==> src/rtl/gpio_in_filter_pkg.sv <==
// rtl/gpio_in_filter_pkg.sv - shared constants and types for the GPIO input filter
//
// Purpose: default widths and per-channel state types used by gpio_in_filter
//          and gpio_in_filter_ch.
// Contents:
//   CNT_W_DEF       default debounce counter / threshold width
//   SYNC_STAGES_DEF default synchroniser depth
//   cnt_t           counter type at the default width
//   ch_state_t      per-channel state {sync chain, cnt, level}
package gpio_in_filter_pkg;

    localparam int CNT_W_DEF       = 8;
    localparam int SYNC_STAGES_DEF = 2;

    typedef logic [CNT_W_DEF-1:0] cnt_t;

    typedef struct packed {
        logic [SYNC_STAGES_DEF-1:0] sync;
        cnt_t                       cnt;
        logic                       level;
    } ch_state_t;

endpackage

==> src/rtl/gpio_in_filter_ch.sv <==
// rtl/gpio_in_filter_ch.sv - one channel: synchroniser, debounce counter, edge pulses
//
// Purpose: conditions one asynchronous pin into a clean registered level with
//          one-cycle rise/fall pulses.
// Ports:
//   clk_i     clock, all logic on rising edge
//   rstn_i    synchronous reset, active-high (1 = reset)
//   d_i       raw asynchronous input
//   en_i      filter enable; when low the level holds and the count clears
//   thresh_i  debounce threshold T (0 behaves as 1)
//   d_o       filtered level
//   rise_o    one-cycle pulse on d_o 0->1
//   fall_o    one-cycle pulse on d_o 1->0
module gpio_in_filter_ch
    import gpio_in_filter_pkg::*;
#(
    parameter int   SYNC_STAGES = SYNC_STAGES_DEF,
    parameter int   CNT_W       = CNT_W_DEF,
    parameter logic RST_VAL     = 1'b1
) (
    input  logic             clk_i,
    input  logic             rstn_i,
    input  logic             d_i,
    input  logic             en_i,
    input  logic [CNT_W-1:0] thresh_i,
    output logic             d_o,
    output logic             rise_o,
    output logic             fall_o
);

    logic [SYNC_STAGES-1:0] sync_q;
    logic [CNT_W-1:0]       cnt_q, cnt_d;
    logic                   level_q, level_d;
    logic                   rise_q, rise_d;
    logic                   fall_q, fall_d;
    logic [CNT_W-1:0]       te_m1;
    logic                   s;

    assign s = sync_q[SYNC_STAGES-1];

    // Te-1 with T=0 folded onto T=1, so the counter limit never underflows.
    assign te_m1 = (thresh_i == '0) ? '0 : thresh_i - CNT_W'(1);

    always_comb begin
        cnt_d   = cnt_q;
        level_d = level_q;
        rise_d  = 1'b0;
        fall_d  = 1'b0;
        if (!en_i) begin
            cnt_d = '0;
        end else if (s == level_q) begin
            // Any return to the accepted level restarts the count.
            cnt_d = '0;
        end else if (cnt_q >= te_m1) begin
            // >= so a threshold lowered mid-count takes effect at once.
            level_d = s;
            cnt_d   = '0;
            rise_d  = s;
            fall_d  = ~s;
        end else begin
            cnt_d = cnt_q + CNT_W'(1);
        end
    end

    always_ff @(posedge clk_i) begin
        if (rstn_i) begin
            sync_q  <= {SYNC_STAGES{RST_VAL}};
            cnt_q   <= '0;
            level_q <= RST_VAL;
            rise_q  <= 1'b0;
            fall_q  <= 1'b0;
        end else begin
            sync_q  <= {sync_q[SYNC_STAGES-2:0], d_i};
            cnt_q   <= cnt_d;
            level_q <= level_d;
            rise_q  <= rise_d;
            fall_q  <= fall_d;
        end
    end

    assign d_o    = level_q;
    assign rise_o = rise_q;
    assign fall_o = fall_q;

endmodule

==> src/rtl/gpio_in_filter.sv <==
// rtl/gpio_in_filter.sv - multi-channel GPIO input conditioner
//
// Purpose: CH_NUM independent synchronise + debounce + edge-detect channels.
// Ports:
//   clk_i     clock, all logic on rising edge
//   rstn_i    synchronous reset, active-high (1 = reset)
//   d_i       raw asynchronous inputs, one per channel
//   en_i      per-channel filter enable
//   thresh_i  debounce threshold T shared by all channels
//   d_o       filtered levels
//   rise_o    one-cycle pulses on d_o 0->1
//   fall_o    one-cycle pulses on d_o 1->0
module gpio_in_filter
    import gpio_in_filter_pkg::*;
#(
    parameter int   CH_NUM      = 4,
    parameter int   SYNC_STAGES = SYNC_STAGES_DEF,
    parameter int   CNT_W       = CNT_W_DEF,
    parameter logic RST_VAL     = 1'b1
) (
    input  logic              clk_i,
    input  logic              rstn_i,
    input  logic [CH_NUM-1:0] d_i,
    input  logic [CH_NUM-1:0] en_i,
    input  logic [CNT_W-1:0]  thresh_i,
    output logic [CH_NUM-1:0] d_o,
    output logic [CH_NUM-1:0] rise_o,
    output logic [CH_NUM-1:0] fall_o
);

    for (genvar i = 0; i < CH_NUM; i++) begin : g_ch
        gpio_in_filter_ch #(
            .SYNC_STAGES (SYNC_STAGES),
            .CNT_W       (CNT_W),
            .RST_VAL     (RST_VAL)
        ) u_ch (
            .clk_i    (clk_i),
            .rstn_i   (rstn_i),
            .d_i      (d_i[i]),
            .en_i     (en_i[i]),
            .thresh_i (thresh_i),
            .d_o      (d_o[i]),
            .rise_o   (rise_o[i]),
            .fall_o   (fall_o[i])
        );
    end

endmodule
==> config.mk <==
export PLATFORM = sky130hd
export DESIGN_NAME = gpio_in_filter
export DESIGN_NICKNAME = d
export VERILOG_FILES = /design/src/rtl/gpio_in_filter_pkg.sv /design/src/rtl/gpio_in_filter_ch.sv /design/src/rtl/gpio_in_filter.sv
export SDC_FILE = /design/constraint.sdc
export NUM_CORES = 1
export LEC_CHECK = 0
export ABC_AREA = 1
export BUFFER_PORTS_ARGS = -buffer_cell sky130_fd_sc_hd__buf_2
export CAP_MARGIN = 40
export CORE_ASPECT_RATIO = 0.5
export CORE_MARGIN = 1
export CORE_UTILIZATION = 45
export DETAILED_ROUTE_END_ITERATION = 10
export PLACE_DENSITY = 0.61
export SLEW_MARGIN = 20
export SYNTH_ARGS = -nofsm -noshare
export SYNTH_HDL_FRONTEND = slang
export SYNTH_HIERARCHICAL = 1
export SYNTH_SLANG_ARGS = --single-unit
==> constraint.sdc <==
create_clock -name clk_i -period 1.9 [get_ports clk_i]
set_input_delay 0.19 -clock clk_i [delete_from_list [all_inputs] [get_ports clk_i]]
set_output_delay 0.19 -clock clk_i [all_outputs]
set_load 0.005 [all_outputs]
==> summary.txt <==
Worst setup path
  • CP most frequent cell: nand3_1
  • Worst path max stage delay: about 0.24 ns
  • CP max FO: 8
  • Crit path arrival time: slightly above 2 ns
  • CP startpoint kind: input pin
  • Required time worst endpoint: roughly 2.1 ns
  • Worst path slowest cell: ha_1
  • Register-to-register setup slack: ~0.4 ns
  • FF-to-FF Start: g_ch[2].u_ch/cnt_q[0]
  • Critical Path, Cell by Cell: buf_12, inv_4, ha_4, nand2_4, nor2_4, nand3b_1, buf_4, buf_4, nand3_1, ha_1, a21oi_1, nor2_1, nor2_4, nand2_2, nand3_1, nand3_1
  • Reg2Reg Depth: 9
  • Crit Path Category: in -> reg
  • Reg-to-Reg End: g_ch[2].u_ch/cnt_q[7]
  • Critical Path End Type: register

STA
  • Rel. slew slack: ~79%
  • Max-slew violation count: 0
  • Final worst-path cycle share: a little over nine tenths
  • Least-Margin Pin Slew: approximately 0.31 ns
  • Final worst slack: a little over 0.06 ns
  • Hold_ws: roughly 0.070 ns
  • Setup violations, final: 0
  • Fmax: about 540 MHz
  • Hold Vio Cnt, Final: 0
  • Fin crit period: approximately 1.8 ns
  • Worst clock skew: ~0.0074 ns
  • RSZ-0062 raised after global routing: yes

Worst hold path
  • WHS Path Cells: 2
  • Min-delay src: d_i[0]
  • Worst Hold Endpoint: g_ch[0].u_ch/sync_q[0]
  • Hold Crit Class: in -> reg

Global route
  • Initial antenna violation count: 0
  • Pin count of the biggest net entering global routing: 17
  • Total track usage: around a fifth
  • First-pass GRT wire length: approximately 13000 um
  • Vias in the first global route: slightly below 3000
  • Global route overflow: 0

Cells and area
  • Nets: approximately 640
  • Final Instance Area: about 4600 sq um
  • Fraction of layout cells with a size suffix above 1: 31.6%
  • Syn-to-layout area delta: 34.5%
  • Diode count: 0

Place
  • DP Worst Slack: -0.486 ns
  • Placed Instance Area: roughly 4000 sq um
  • Routability cong.: about 0.8
  • DP HPWL: 5320 um
  • IO Port Bufs: 29

Yosys
  • Predominant post-synthesis flop cell: dfxtp_1
  • Synth cell types: 26
  • Syn nets: 550
  • Share of flip-flops with an asynchronous set or reset: 0%
  • Mapped Avg Cell Area: 6.96 sq um
  • Post-Synthesis Cells: around 490
  • Yosys warns: 6
  • Synth Register Bits: between 50 and 60
  • EDFF count, synth: 0
  • Register area share after synthesis: between 30% and 40%
  • Mapped Area: between 3000 and 4000 sq um

Power and ir drop
  • Static Leakage: around 0.0023 uW
  • Pwr Density: about 510 nW/um^2
  • Worst vdd ir: around 0.43 mV

Clock tree
  • Clock slew at reported path FFs: ~0.07 ns
  • Clk sinks: 52
  • Total CTS buffers: 5
  • Htree depth: 2
  • Max Root-Sink Buffers: 2
  • Clock latency on the worst-skew pair: around 0.29 ns
  • CTS root buf: clkbuf_16
  • CTS tree: done
  • Hold buffer count at cts: 0

Route
  • DRC: 0
  • Total routed wirelength: approximately 7300 um
  • DRT iter0 DRCs: roughly 130
  • DR vias/cell: between 4 and 5
  • Drt first pass iters: 5
  • Drt wl/cell: around 11 um
  • Post-DRT Antenna Nets: 0
  • DR vias: approximately 3200

Run status
  • Run status: finished clean

Floorplan
  • Die Y: around 64 um
  • Row cnt: 22
  • Die W: around 130 um
  • Ports: 30
  • Starting Density: approximately 47%
  • Core area: about 7300 sq um
  • Die area: 7980 sq um

Run
  • Max-cap violations: 0
## report_power, final
group          leakage [uW]  internal [uW]  total (uW)  switching [uW]
combinational       0.00180            176         371             196
sequential         0.000421           1100        1110            7.39
clock             0.0000671            491         892             401
## layer usage
| layer | global-route usage, % | part of all wire, % |
|---|---|---|
| met1 | 27.2 | 53 |
| met2 | 31.5 | 43 |
| met3 | 4.93 | 3.3 |
| met4 | 3.66 | 0.42 |
| met5 | 0 | 0 |
## registers in the layout, summed over array words and instances, names as in the netlist
name,flops
g_ch.u_ch/cnt_q,32
g_ch.u_ch/sync_q,8
g_ch.u_ch/d_o,4
g_ch.u_ch/fall_o,4
g_ch.u_ch/rise_o,4
## cells in the final DEF, fill, tap and decap left out, types with 8 or more instances in the layout
cell,netlist,routed
nand2_2,0,12
xor2_1,8,8
nand3_2,12,10
nor2_2,4,10
buf_4,0,51
inv_2,4,10
dfxtp_1,52,52
o21ai_0,19,15
buf_2,0,23
nand3_1,27,24
nor2_4,0,8
nand2_1,110,95
ha_1,40,34
or2_2,12,12
nor2_1,78,64
inv_1,68,60
## synthesized netlist by cell type, types with 3 or more instances
master    count  area, sq um
a21oi_1       9         45.0
a21oi_2       4         35.0
a21o_1        5         37.5
inv_1        68          255
nand3_1      27          135
or2_0         4         25.0
nand3b_1      3         22.5
nor3_1        7         35.0
nand2_1     110          413
dfxtp_1      52         1040
or2_1         8         50.1
nor3_2        3         30.0
nor2_2        4         25.0
nand3_2      12          120
xnor2_1       4         35.0
or2_2        12         75.1
o21ai_0      19         95.1
o21bai_1      3         22.5
ha_1         40          500
nor2_1       78          293
inv_2         4         15.0
nand4_1       4         25.0
xor2_1        8         70.1
## what timing repair did
| item | in CTS | in global routing |
|---|---|---|
| pin swaps | 4 | 31 |
| setup buffers | 5 | 7 |
| setup endpoints to repair | 36 | 44 |
| gates cloned | 0 | 1 |
| resized for setup | 15 | 87 |
## how the worst max path moves through the flow
stage | cells after the start | to | start
final | 16 | g_ch[1].u_ch/d_o | thresh_i[1]
after CTS | 12 | g_ch[2].u_ch/cnt_q[2] | thresh_i[0]
after floorplan | 15 | g_ch[1].u_ch/cnt_q[2] | thresh_i[0]
after global routing | 19 | g_ch[1].u_ch/d_o | thresh_i[1]
after global placement | 16 | g_ch[3].u_ch/cnt_q[2] | thresh_i[0]
after detailed placement | 16 | g_ch[3].u_ch/cnt_q[2] | thresh_i[0]
## cells by family (layout without fill, tap and decap cells)
| group | Yosys count | in the layout | synth area share, % |
|---|---|---|---|
| AO/OA/AOI/OAI | 43 | 43 | 7.35 |
| XOR/XNOR | 12 | 12 | 3.07 |
| flip-flops | 52 | 52 | 30.4 |
| adder cells (fa/ha/maj) | 40 | 40 | 14.6 |
| buffers and inverters | 72 | 160 | 7.89 |
| AND/OR/NAND/NOR | 273 | 273 | 36.7 |
## worst max-delay path, delay by kind of cell
family	cells	cell delay, ns
fa+ha+maj	2	0.39
simple gates	9	0.84
buf+inv	4	0.47
compound gates	1	0.13
## metrics by stage
| step | instances | utilization, % | power (uW) | setup TNS [ns] |
|---|---|---|---|---|
| after floorplan | 492 | - | 1290 | 0 |
| after global placement | 655 | 54.1 | 1420 | -14.69 |
| after detailed placement | 655 | 54.1 | 1420 | -15.26 |
| after CTS | 668 | 57.3 | 2330 | 0 |
| after global routing | 676 | 62.6 | 2500 | -0.607 |
| final | 676 | 62.6 | 2370 | 0 |
## cell type report
class / instances / area (sq um)
multi-input cells: 368 / 2430
inverters: 72 / 278
flip-flops and latches: 52 / 1040
fillers: 674 / 2750
repair buffers: 80 / 593
well taps: 96 / 120
clock buffers: 6 / 129
clock inverters: 2 / 16.3
Note: power is estimated with default switching activity, not from simulation.
